==> src/rtl/arb_pkg.sv <==
// Shared types, level constants and the rotate-priority pick function
// used by the four-master bus arbiter.
package arb_pkg;

  typedef enum logic [1:0] {IDLE, GRANT, RELEASE} arb_state_t;

  localparam int NREQ = 4;

  // Bus levels for request, grant and acknowledge lines (active-low).
  localparam logic LVL_ASSERT = 1'b0;
  localparam logic LVL_NEGATE = 1'b1;

  // Returns {found, index} of the first set bit scanning ptr, ptr+1, ... mod 4.
  function automatic logic [2:0] rr_pick(input logic [NREQ-1:0] req,
                                         input logic [1:0]      ptr);
    logic [2:0] r;
    logic [1:0] k;
    r = 3'b000;
    // Walk from the farthest offset back so the nearest hit overwrites.
    for (int i = NREQ - 1; i >= 0; i--) begin
      k = ptr + 2'(i);
      if (req[k]) r = {1'b1, k};
    end
    return r;
  endfunction

endpackage

==> src/rtl/bus_arbiter4_rr_select.sv <==
// Combinational rotate-priority encoder: active-high requests in,
// first requester at or after ptr out.
module rr_select
  import arb_pkg::*;
(
  input  logic [3:0] req_i,
  input  logic [1:0] ptr_i,
  output logic       valid_o,
  output logic [1:0] idx_o
);

  assign {valid_o, idx_o} = rr_pick(req_i, ptr_i);

endmodule

==> src/rtl/bus_arbiter4.sv <==
// Round-robin arbiter for four bus masters with one-cycle turnaround.
// Optional grant watchdog enabled by defining ARB_TIMEOUT_EN.
module bus_arbiter4
  import arb_pkg::*;
#(
  parameter int TIMEOUT = 16,
  parameter int CW      = $clog2(TIMEOUT + 1)
) (
  input  logic       clk,
  input  logic       rstn,
  input  logic       req0n,
  input  logic       req1n,
  input  logic       req2n,
  input  logic       req3n,
  input  logic       ackn,
  output logic       gnt0n,
  output logic       gnt1n,
  output logic       gnt2n,
  output logic       gnt3n,
  output logic [1:0] owner,
  output logic       busy,
  output logic       tmo
);

  localparam logic [CW-1:0] TMO_LAST = CW'(TIMEOUT - 1);

  arb_state_t state_q, state_d;
  logic [3:0] gntn_q, gntn_d;
  logic [1:0] owner_q, owner_d;
  logic [1:0] ptr_q, ptr_d;
  logic       busy_q, busy_d;
  logic       tmo_q, tmo_d;

  logic [3:0] req_act;
  logic       ack;
  logic       owner_req;
  logic       sel_valid;
  logic [1:0] sel_idx;
  logic       rel_normal;
  logic       tmo_hit;

  assign req_act   = {req3n == LVL_ASSERT, req2n == LVL_ASSERT,
                      req1n == LVL_ASSERT, req0n == LVL_ASSERT};
  assign ack       = (ackn == LVL_ASSERT);
  assign owner_req = req_act[owner_q];
  // Ack and owner withdrawal both count as an ordinary completion.
  assign rel_normal = ack || !owner_req;

  rr_select u_sel (
    .req_i   (req_act),
    .ptr_i   (ptr_q),
    .valid_o (sel_valid),
    .idx_o   (sel_idx)
  );

`ifdef ARB_TIMEOUT_EN
  logic [CW-1:0] cnt_q, cnt_d;

  assign tmo_hit = (state_q == GRANT) && (cnt_q == TMO_LAST) && !rel_normal;

  always_comb begin
    cnt_d = cnt_q;
    if (state_q == IDLE) cnt_d = '0;
    else if (state_q == GRANT && !ack) cnt_d = cnt_q + 1'b1;
  end

  always_ff @(posedge clk) begin
    if (!rstn) cnt_q <= '0;
    else       cnt_q <= cnt_d;
  end
`else
  logic unused_tmo_cfg;
  assign unused_tmo_cfg = ^TMO_LAST;
  assign tmo_hit        = 1'b0;
`endif

  // State and output registers.
  always_ff @(posedge clk) begin
    if (!rstn) begin
      state_q <= IDLE;
      gntn_q  <= {NREQ{LVL_NEGATE}};
      owner_q <= 2'd0;
      ptr_q   <= 2'd0;
      busy_q  <= 1'b0;
      tmo_q   <= 1'b0;
    end else begin
      state_q <= state_d;
      gntn_q  <= gntn_d;
      owner_q <= owner_d;
      ptr_q   <= ptr_d;
      busy_q  <= busy_d;
      tmo_q   <= tmo_d;
    end
  end

  always_comb begin
    state_d = state_q;
    unique case (state_q)
      IDLE:    if (sel_valid) state_d = GRANT;
      GRANT:   if (rel_normal || tmo_hit) state_d = RELEASE;
      RELEASE: state_d = IDLE;
      default: state_d = IDLE;
    endcase
  end

  always_comb begin
    gntn_d  = gntn_q;
    owner_d = owner_q;
    ptr_d   = ptr_q;
    busy_d  = busy_q;
    tmo_d   = 1'b0;
    unique case (state_q)
      IDLE: begin
        if (sel_valid) begin
          gntn_d          = {NREQ{LVL_NEGATE}};
          gntn_d[sel_idx] = LVL_ASSERT;
          owner_d         = sel_idx;
          busy_d          = 1'b1;
        end
      end
      GRANT: begin
        if (rel_normal || tmo_hit) begin
          gntn_d = {NREQ{LVL_NEGATE}};
          busy_d = 1'b0;
          ptr_d  = owner_q + 2'd1;
          tmo_d  = tmo_hit;
        end
      end
      RELEASE: begin
        gntn_d = {NREQ{LVL_NEGATE}};
        busy_d = 1'b0;
      end
      default: begin
        gntn_d = {NREQ{LVL_NEGATE}};
        busy_d = 1'b0;
      end
    endcase
  end

  assign gnt0n = gntn_q[0];
  assign gnt1n = gntn_q[1];
  assign gnt2n = gntn_q[2];
  assign gnt3n = gntn_q[3];
  assign owner = owner_q;
  assign busy  = busy_q;
  assign tmo   = tmo_q;

endmodule
==> config.mk <==
export PLATFORM = sky130hd
export DESIGN_NAME = bus_arbiter4
export DESIGN_NICKNAME = d
export VERILOG_FILES = /design/src/rtl/arb_pkg.sv /design/src/rtl/bus_arbiter4_rr_select.sv /design/src/rtl/bus_arbiter4.sv
export SDC_FILE = /design/constraint.sdc
export NUM_CORES = 1
export LEC_CHECK = 0
export BUFFER_PORTS_ARGS = -buffer_cell sky130_fd_sc_hd__buf_2
export CORE_AREA = 4 4 41 43
export DETAILED_ROUTE_END_ITERATION = 8
export DIE_AREA = 0 0 45 47
export PLACE_DENSITY = 0.74
export SLEW_MARGIN = 10
export SYNTH_ARGS = -nofsm -noshare
export SYNTH_HDL_FRONTEND = slang
export SYNTH_SLANG_ARGS = --single-unit
==> constraint.sdc <==
create_clock -name clk -period 1.83 [get_ports clk]
set_input_delay 0.183 -clock clk [delete_from_list [all_inputs] [get_ports clk]]
set_output_delay 0.183 -clock clk [all_outputs]
set_load 0.05 [all_outputs]
==> results of run 1 <==
[routing by layer]
layer | wire length [um] | GRT usage (%)
met1 | 552 | 18.89
met4 | 23 | 5.848
met3 | 75 | 6.130
met5 | 0 | 0
met2 | 590 | 22.03
[cell type report]
type	instances	area, um^2
Inverter	2	7.507
Multi-Input combinational cell	55	352.8
Clock buffer	4	36.28
Sequential cell	10	200.2
Timing Repair Buffer	13	65.06
Tap cell	15	18.77
Fill cell	140	620.6
[sequential cells by signal (all words and copies together) (netlist names)]
register	cells
gntn_q	4
owner	2
state_q	1
busy	1
ptr_q	2
[power breakdown]
part / leakage, nW / internal (mW) / switching [mW]
combinational: 0.192 / 0.0624 / 0.113
clock: 0.0210 / 0.121 / 0.0819
sequential: 0.0821 / 0.236 / 0.0202
[metrics by stage]
| step | setup slack [ns] | utilization [%] | std cells |
|---|---|---|---|
| 3_3_place_gp | 0.3735 | 49.52 | 95 |
| 2_1_floorplan | 0.05147 | - | 69 |
| 4_1_cts | 0.2950 | 52.31 | 99 |
| 5_1_grt | 0.1893 | 52.31 | 99 |
| 6_report | 0.2876 | 52.31 | 99 |
| 3_5_place_dp | 0.3157 | 49.52 | 95 |
[cells in the final DEF (no fill, tap or decap)]
master	count
a21boi_0	2
a21o_4	1
a21oi_1	2
and2_1	1
and3_1	2
and3_2	1
buf_2	13
clkbuf_4	3
clkbuf_8	1
conb_1	1
dfxtp_1	10
inv_1	2
mux2_4	1
mux2i_1	3
nand2_1	11
nand2b_1	2
nand3_1	1
nand3b_1	1
nand4_1	1
nor2_1	7
nor2b_1	2
nor3_1	1
nor3b_1	2
o21ai_0	6
o22a_1	1
o2bb2a_4	1
o311a_1	1
o32ai_2	1
or2_2	2
xor2_1	1
[path summary, 6_finish.rpt]
path,endpoint,depth (start not counted),slack (ns)
min reg2reg,gntn_q[0],2,0.52
max,gntn_q[0],5,0.29
max reg2reg,gntn_q[0],5,0.29
min,gntn_q[0],2,0.17
[kinds of logic after synthesis]
family / Yosys count / share of synthesized area (%)
and+or+nand+nor: 34 / 29.76
AOI/OAI and AO/OA: 15 / 21.88
DFF: 10 / 35.01
muxes: 4 / 7.877
buffers and inverters: 4 / 3.283
xor gates and xnor gates: 1 / 1.532
other: 1 / 0.6558
==> results by group, run 1 <==
Outcome
  • Outcome: finished, final reports clean

Power and ir drop
  • Total Power: 635.0 uW
  • Leak: 0.2955 nW
  • Total power per unit cell area: 932.9 mW/mm^2
  • Maximum vdd drop: 0.4112 mV

Timing
  • RSZ-0062 raised after global routing: no
  • Min cycle time layout: 1.542 ns
  • Final TNS setup: 0 ns
  • Hold Vio Cnt, Final: 0
  • Min Hold Slack: 0.1689 ns
  • Final Max Slew Viols: 0
  • F_max: 648.3 MHz
  • Fin Clk Skew: 0.003283 ns
  • # setup viols final: 0
  • Final period utilization: 84.28%

Floorplan
  • Die ar.: 0.002115 mm^2
  • Initial Util: 43.94%
  • Chip Width: 45 um
  • Core Box Area: 0.001301 mm^2
  • Rows: 13
  • Chip height: 47 um
  • Ports: 15

Yosys
  • Ranking of synthesized cells by area: dfxtp_1 35%, nand2_1 7.2%, mux2i_1 5.3%, o21ai_0 5.3%, nor2_1 4.6%
  • Post-synth top area cell: dfxtp_1
  • Synth unique cells: 29
  • Yosys top cell area share: 35.01%
  • Count leader, synth: nand2_1
  • Seq/Total Area, Yosys: 35.01%
  • Syn Area/Cell: 8.287 um^2
  • Post-synth EDFFs: 0
  • Mapped Area: 571.8 um^2
  • Synthesized instance count: 69
  • Net count after synthesis: 76
  • List of most frequent post-synthesis cells: 11 x nand2_1, 10 x dfxtp_1, 7 x nor2_1
  • Synth async-reset ratio: 0%
  • Primary FF master, synth: dfxtp_1
  • #FFs+latches synth: 10
  • Synthesis Warnings: 0

Setup path
  • Crit Path Category: flop to flop
  • WP buf/inv: 0
  • Critical Path End Type: flop
  • Critical Path RT: 1.99 ns
  • FF-to-FF Start: owner[1]
  • Worst path slowest cell: dfxtp_1
  • Crit path DAT: 1.70 ns
  • Startpoint class of the critical path: flop
  • CP peak stage delay: 0.45 ns
  • Cell family with most CP delay: compound AO/OA/AOI/OAI gates
  • Crit path from: owner[1]
  • CP max FO: 5
  • Crit-path cells: mux2i_1 > o2bb2a_4 > a21o_4 > o32ai_2 > nand2_1

Clock network
  • Num Clock Sinks: 10
  • Clk root buf: clkbuf_4
  • CTS tree: done
  • Max clock buf depth: 2
  • Clock Latency Late Sink: 0.27 ns
  • Clock transition at path regs: 0.06 ns
  • CTS Buf Count: 3
  • Hold Buf Count CTS: 0
  • H-tree levels: 1
  • Post-CTS Setup Bufs: 0
  • # resized after CTS: 0

Final layout
  • Layout cells sized above 1: 28.57%
  • Nets: 92
  • Fin area: 680.7 um^2
  • P&R area growth vs syn: 19.04%
  • ANT cells: 0

Routing
  • Drt initial violations: 16
  • DRC violations left: 0
  • WL final: 1.241 mm
  • Via count: 513
  • DR pass1 iterations: 4
  • Vias per cell: 5.182
  • Post-DRT Antenna Nets: 0
  • Drt wl/cell: 12.54 um

Flow run
  • Max Cap Viol: 0

Place
  • GP Congestion: 0.7638
  • Post-DP Area: 644.4 um^2
  • Post-DP HPWL: 939 um
  • I/O Buffers: 13

Global routing
  • Initial antenna violation count: 0
  • Gr usage total: 14.76%
  • Vias in the first global route: 495
  • GRT Residual Overflow: 0
  • Largest net degree at the start of global routing: 12
  • First-pass GRT wire length: 2.242 mm

Hold path
  • Min-delay worst type: input port to flop
  • Hold wc startpoint: rstn
(Power assumes the default switching activity.)
==> run 2, diff against run 1 <==
--- a/config.mk
+++ b/config.mk
@@ -5,11 +5,12 @@
 export SDC_FILE = /design/constraint.sdc
 export NUM_CORES = 1
 export LEC_CHECK = 0
+export ABC_AREA = 1
 export BUFFER_PORTS_ARGS = -buffer_cell sky130_fd_sc_hd__buf_2
-export CORE_AREA = 4 4 41 43
+export CORE_AREA = 4 4 45 47
 export DETAILED_ROUTE_END_ITERATION = 8
-export DIE_AREA = 0 0 45 47
-export PLACE_DENSITY = 0.74
+export DIE_AREA = 0 0 49 51
+export PLACE_DENSITY = 0.77
 export SLEW_MARGIN = 10
 export SYNTH_ARGS = -nofsm -noshare
 export SYNTH_HDL_FRONTEND = slang
==> constraint.sdc (replaced) <==
create_clock -name clk -period 1.5 [get_ports clk]
set_input_delay 0.15 -clock clk [delete_from_list [all_inputs] [get_ports clk]]
set_output_delay 0.15 -clock clk [all_outputs]
set_load 0.05 [all_outputs]
==> run 2 against run 1 <==
Net effect:
- first-iteration DRC count shrank 31%
- final cell count grew 60%
- fmax grew 8.9%
- routed wire length grew 46%
- synthesized cell count grew 81%
- largest cell class unchanged
- combinational power grew to 5.9 times the previous value
- register-to-register slack lost 0.20 ns
- highest routed layer unchanged
- largest power group is now combinational cells
- sequential share of layout area shrank 7.4 points
==> results by group, run 2 <==
Clock network
  • Clock Latency Late Sink: 0.27 ns
  • CTS tree: done
  • H-tree levels: 1
  • Clock transition at path regs: 0.06 ns
  • Hold Buf Count CTS: 0
  • Clk root buf: clkbuf_4
  • Max clock buf depth: 2
  • Num Clock Sinks: 10
  • CTS Buf Count: 3

Global routing
  • Initial antenna violation count: 0
  • GRT Residual Overflow: 0
  • Largest net degree at the start of global routing: 11
  • Vias in the first global route: 738
  • First-pass GRT wire length: 3.056 mm
  • Gr usage total: 15.82%

Power and ir drop
  • Leak: 0.5381 nW
  • Total Power: 1.634 mW
  • Total power per unit cell area: 1763 mW/mm^2
  • Maximum vdd drop: 0.7313 mV

Setup path
  • Startpoint class of the critical path: flop
  • Critical Path RT: 1.67 ns
  • Crit path DAT: 1.58 ns
  • Crit Path Category: flop to flop
  • Critical Path End Type: flop
  • CP max FO: 10

Floorplan
  • Die ar.: 0.002499 mm^2
  • Ports: 15
  • Chip height: 51 um
  • Rows: 15
  • Initial Util: 46.67%
  • Chip Width: 49 um
  • Core Box Area: 0.001652 mm^2

Timing
  • Final setup margin: 0.08348 ns
  • RSZ-0062 raised after global routing: yes
  • # setup viols final: 0
  • F_max: 706.0 MHz
  • Final TNS setup: 0 ns
  • Final Max Slew Viols: 0
  • Min cycle time layout: 1.417 ns
  • Hold Vio Cnt, Final: 0
  • Final period utilization: 94.43%
  • Fin Clk Skew: 0.001158 ns

Hold path
  • Min-delay worst type: input port to flop

Yosys
  • Adder-Cell Fraction of Synth Area: 0%
  • Synth unique cells: 23
  • Count leader, synth: nand2_1
  • Syn Area/Cell: 6.166 um^2
  • Post-synth EDFFs: 0
  • Synth Area in Compound Gates: 11.36%
  • Yosys top cell area share: 25.97%
  • Post-Synth Simple-Gate Area: 48.38%
  • List of most frequent post-synthesis cells: 44 x nand2_1, 16 x inv_1, 12 x nand2_2
  • Ranking of synthesized cells by area: dfxtp_1 26%, nand2_1 21%, nand2_2 9.7%, inv_1 7.8%, nand3_1 5.2%
  • #FFs+latches synth: 10
  • Synthesis Warnings: 0
  • Post-synth top area cell: dfxtp_1
  • Net count after synthesis: 132
  • Mapped Area: 770.7 um^2
  • Synthesized instance count: 125
  • Largest family of logic cells by synthesized area: simple AND/OR/NAND/NOR gates
  • Primary FF master, synth: dfxtp_1
  • Mux cell area share after synthesis: 0%
  • Seq/Total Area, Yosys: 25.97%
  • Post-Synth XOR/XNOR Area: 1.136%
  • Synth async-reset ratio: 0%

Routing
  • Vias per cell: 5.165
  • DRC violations left: 0
  • Via count: 816
  • Drt wl/cell: 11.51 um
  • Drt initial violations: 11
  • DR pass1 iterations: 4
  • WL final: 1.818 mm
  • Post-DRT Antenna Nets: 0

Final layout
  • P&R area growth vs syn: 20.29%
  • Layout cells sized above 1: 35.46%
  • Final non-filler cell total: 158
  • ANT cells: 0
  • Number of flip-flops in the largest register: 4
  • Nets: 150
  • Commonest non-fill, non-tap cells in the layout: 41 x nand2_1, 16 x inv_1, 14 x nand2_2
  • Commonest non-fill, non-tap cell in the layout: nand2_1
  • Top reg by flops: gntn_q

Place
  • I/O Buffers: 13
  • GP Congestion: 0.8405
  • Placed cell count: 154
  • DP Worst Slack: 0.02310 ns
  • Post-DP HPWL: 1.391 mm

Flow run
  • Max Cap Viol: 0

Outcome
  • Outcome: finished, final reports clean
run 2: per-stage QoR:
step	hold slack, ns	utilization [%]	cell area, um^2
after detailed placement	0.4055	52.05	859.6
after global placement	0.4029	52.05	859.6
after global routing	0.1335	56.14	927.1
final	0.1233	56.14	927.1
after floorplan	0.2187	-	772.0
after CTS	0.1274	53.41	882.1
run 2: worst paths after layout:
kind         cells past startpoint      start   endpoint  slack, ns
max                             12   ptr_q[0]  gntn_q[3]       0.08
min reg2reg                      4  gntn_q[2]  gntn_q[2]       0.53
min                              2       rstn  gntn_q[2]       0.12
max reg2reg                     12   ptr_q[0]  gntn_q[3]       0.08
run 2: kinds of logic (layout without fill, tap and decap cells):
group                  after synthesis  after routing
flip-flops                          10             10
AND/OR/NAND/NOR                     78             78
other                                1              1
AO/OA/AOI/OAI                       14             14
XOR/XNOR                             1              1
buffers and inverters               21             37
run 2: metal layers:
layer | part of all wire (%) | wire length (um) | vias up | GRT usage [%]
li1 | - | - | 424 | -
met1 | 42 | 769 | 364 | 18.12
met2 | 50 | 913 | 17 | 26.52
met3 | 2.7 | 49 | 11 | 2.915
met4 | 4.7 | 86 | 0 | 10.76
met5 | 0 | 0 | - | 0
run 2: critical path: stages, from the launching register on:
cell and delay [ns]:
dfxtp_2 0.34, buf_12 0.13, inv_8 0.05, nand2_1 0.05
nand2_1 0.07, nand2_1 0.09, nand2_2 0.08, nand2_1 0.08
nand4_2 0.12, nand2_2 0.12, nand3_1 0.07, nand2_1 0.07
nand2_1 0.04
run 2: cell type report:
cell class                      instances  area [um^2]
Timing Repair Buffer                   15        92.59
Multi-Input combinational cell         94        508.0
Fill cell                             167        724.4
Sequential cell                        10        203.9
Inverter                               19        78.83
Tap cell                               17        21.27
Clock buffer                            3        22.52
run 2: power breakdown:
part | internal (mW) | leakage [nW] | switching [mW]
logic | 0.331 | 0.441 | 0.712
clock network | 0.0928 | 0.0138 | 0.0918
registers | 0.342 | 0.0835 | 0.0642
total | 0.766 | 0.538 | 0.868
run 2: what timing repair did:
| action | 4_1_cts | 5_1_grt |
|---|---|---|
| buffers inserted | 0 | 1 |
| gates resized for setup | 0 | 12 |
| endpoints found under the setup margin | 0 | 5 |
==> run 3, diff against run 2 <==
--- a/config.mk
+++ b/config.mk
@@ -11,6 +11,7 @@
 export DETAILED_ROUTE_END_ITERATION = 8
 export DIE_AREA = 0 0 49 51
 export PLACE_DENSITY = 0.77
+export RECOVER_POWER = 100
 export SLEW_MARGIN = 10
 export SYNTH_ARGS = -nofsm -noshare
 export SYNTH_HDL_FRONTEND = slang
==> run 3 against run 2 <==
Net effect:
- utilization down 0.45 points
- largest power group unchanged
- setup slack better by 0.0021 ns
- critical path type unchanged
- sequential power about the same
- final area fell by 0.81%
- clock power fell by 2%
- fmax rose by 0.15%
- clock-buffer cell count unchanged
- die area did not move
- routed wire length is 0.77% higher
- register-to-register slack barely moved
- clock skew about the same
==> results by group, run 3 (synthesized netlist as in run 2, its figures left out) <==
Clock network
  • H-tree levels: 1
  • Hold Buf Count CTS: 0
  • CTS Buf Count: 3
  • Max clock buf depth: 2
  • Clock Latency Late Sink: 0.26 ns
  • Clk root buf: clkbuf_4
  • Num Clock Sinks: 10
  • Clock transition at path regs: 0.06 ns
  • CTS tree: done

Routing
  • DR pass1 iterations: 4
  • WL final: 1.832 mm
  • Via count: 824
  • Post-DRT Antenna Nets: 0
  • Drt initial violations: 10
  • Drt wl/cell: 11.59 um
  • Vias per cell: 5.215
  • DRC violations left: 0

Timing
  • Worst Tran Pin Value: 0.6215 ns
  • # setup viols final: 0
  • Final setup margin: 0.08560 ns
  • Final Max Slew Viols: 0
  • Min cycle time layout: 1.414 ns
  • Fin Clk Skew: 0.001348 ns
  • Hold Vio Cnt, Final: 0
  • Max-slew headroom: 58.75%
  • Final period utilization: 94.29%
  • F_max: 707.0 MHz
  • RSZ-0062 raised after global routing: yes

Global routing
  • Largest net degree at the start of global routing: 11
  • First-pass GRT wire length: 3.056 mm
  • Gr usage total: 15.82%
  • GRT Residual Overflow: 0
  • Initial antenna violation count: 0
  • Vias in the first global route: 738

Power and ir drop
  • Leak: 0.5251 nW
  • Total Power: 1.621 mW
  • Total power per unit cell area: 1762 mW/mm^2
  • Maximum vdd drop: 0.7708 mV

Place
  • Post-DP HPWL: 1.391 mm
  • I/O Buffers: 13
  • DP Worst Slack: 0.02310 ns
  • GP Congestion: 0.8405

Floorplan
  • Core Box Area: 0.001652 mm^2
  • Initial Util: 46.67%
  • Ports: 15
  • Die ar.: 0.002499 mm^2
  • Rows: 15
  • Chip Width: 49 um
  • Chip height: 51 um

Final layout
  • ANT cells: 0
  • Commonest non-fill, non-tap cell in the layout: nand2_1
  • Layout cells sized above 1: 31.21%
  • Commonest non-fill, non-tap cells in the layout: 41 x nand2_1, 16 x inv_1, 14 x nand2_2
  • Top reg by flops: gntn_q
  • Nets: 150
  • Number of flip-flops in the largest register: 4
  • Core Util, Final: 55.68%
  • P&R area growth vs syn: 19.32%
  • Layout fillers: 173

Setup path
  • Crit path DAT: 1.57 ns
  • Critical Path End Type: flop
  • Startpoint class of the critical path: flop
  • CP max FO: 10
  • Crit Path Category: flop to flop
  • Critical Path RT: 1.66 ns

Hold path
  • Min-delay worst type: input port to flop

Flow run
  • Max Cap Viol: 0

Outcome
  • Outcome: finished, final reports clean
## run 3: changes by cell type in the layout (fill, tap and decap cells not counted)
cell | previous run | this run
buf_2 | 13 | 6
clkbuf_2 | 0 | 1
clkbuf_1 | 0 | 6
## run 3: worst paths after layout
check | depth (start not counted) | end | start | slack (ns)
max reg2reg | 12 | gntn_q[3] | ptr_q[0] | 0.09
min reg2reg | 4 | gntn_q[2] | gntn_q[2] | 0.53
max | 12 | gntn_q[3] | ptr_q[0] | 0.09
min | 2 | gntn_q[2] | rstn | 0.13
## run 3: worst max-delay path, cell delays in order, from the launching register on
cell and delay, ns:
dfxtp_2 0.34, buf_12 0.13, inv_8 0.05, nand2_1 0.05, nand2_1 0.07, nand2_1 0.09, nand2_2 0.08, nand2_1 0.08
nand4_2 0.12, nand2_2 0.12, nand3_1 0.07, nand2_1 0.07, nand2_1 0.04
## run 3: layout make-up
type / instances / area (um^2) / share of cell area [%]
Clock buffer: 3 / 22.52 / 2.449
Inverter: 19 / 78.83 / 8.571
Multi-Input combinational cell: 94 / 508.0 / 55.24
Sequential cell: 10 / 203.9 / 22.18
Tap cell: 17 / 21.27 / 2.313
Timing Repair Buffer: 15 / 85.08 / 9.252
## run 3: per-layer routing
metal | track usage [%] | part of all wire [%]
met4 | 10.76 | 4.5
met3 | 2.915 | 3.7
met5 | 0 | 0
met1 | 18.12 | 42
met2 | 26.52 | 50
## run 3: report_power, final
part	switching, mW	internal [mW]
registers	0.0660	0.342
logic	0.713	0.318
clock network	0.0885	0.0926
## run 3: stage by stage
stage | setup TNS, ns | instances | hold WS (ns) | cell area, um^2
detailed placement | 0 | 154 | 0.4055 | 859.6
global placement | 0 | 154 | 0.4029 | 859.6
global route | -0.1113 | 158 | 0.1335 | 919.6
CTS | 0 | 157 | 0.1274 | 882.1
finish | 0 | 158 | 0.1311 | 919.6
floorplan | 0 | 125 | 0.2187 | 772.0
## run 3: what timing repair did
action | 4_1_cts | 5_1_grt
setup buffers | 0 | 1
endpoints found under the setup margin | 0 | 5
resized for setup | 0 | 12
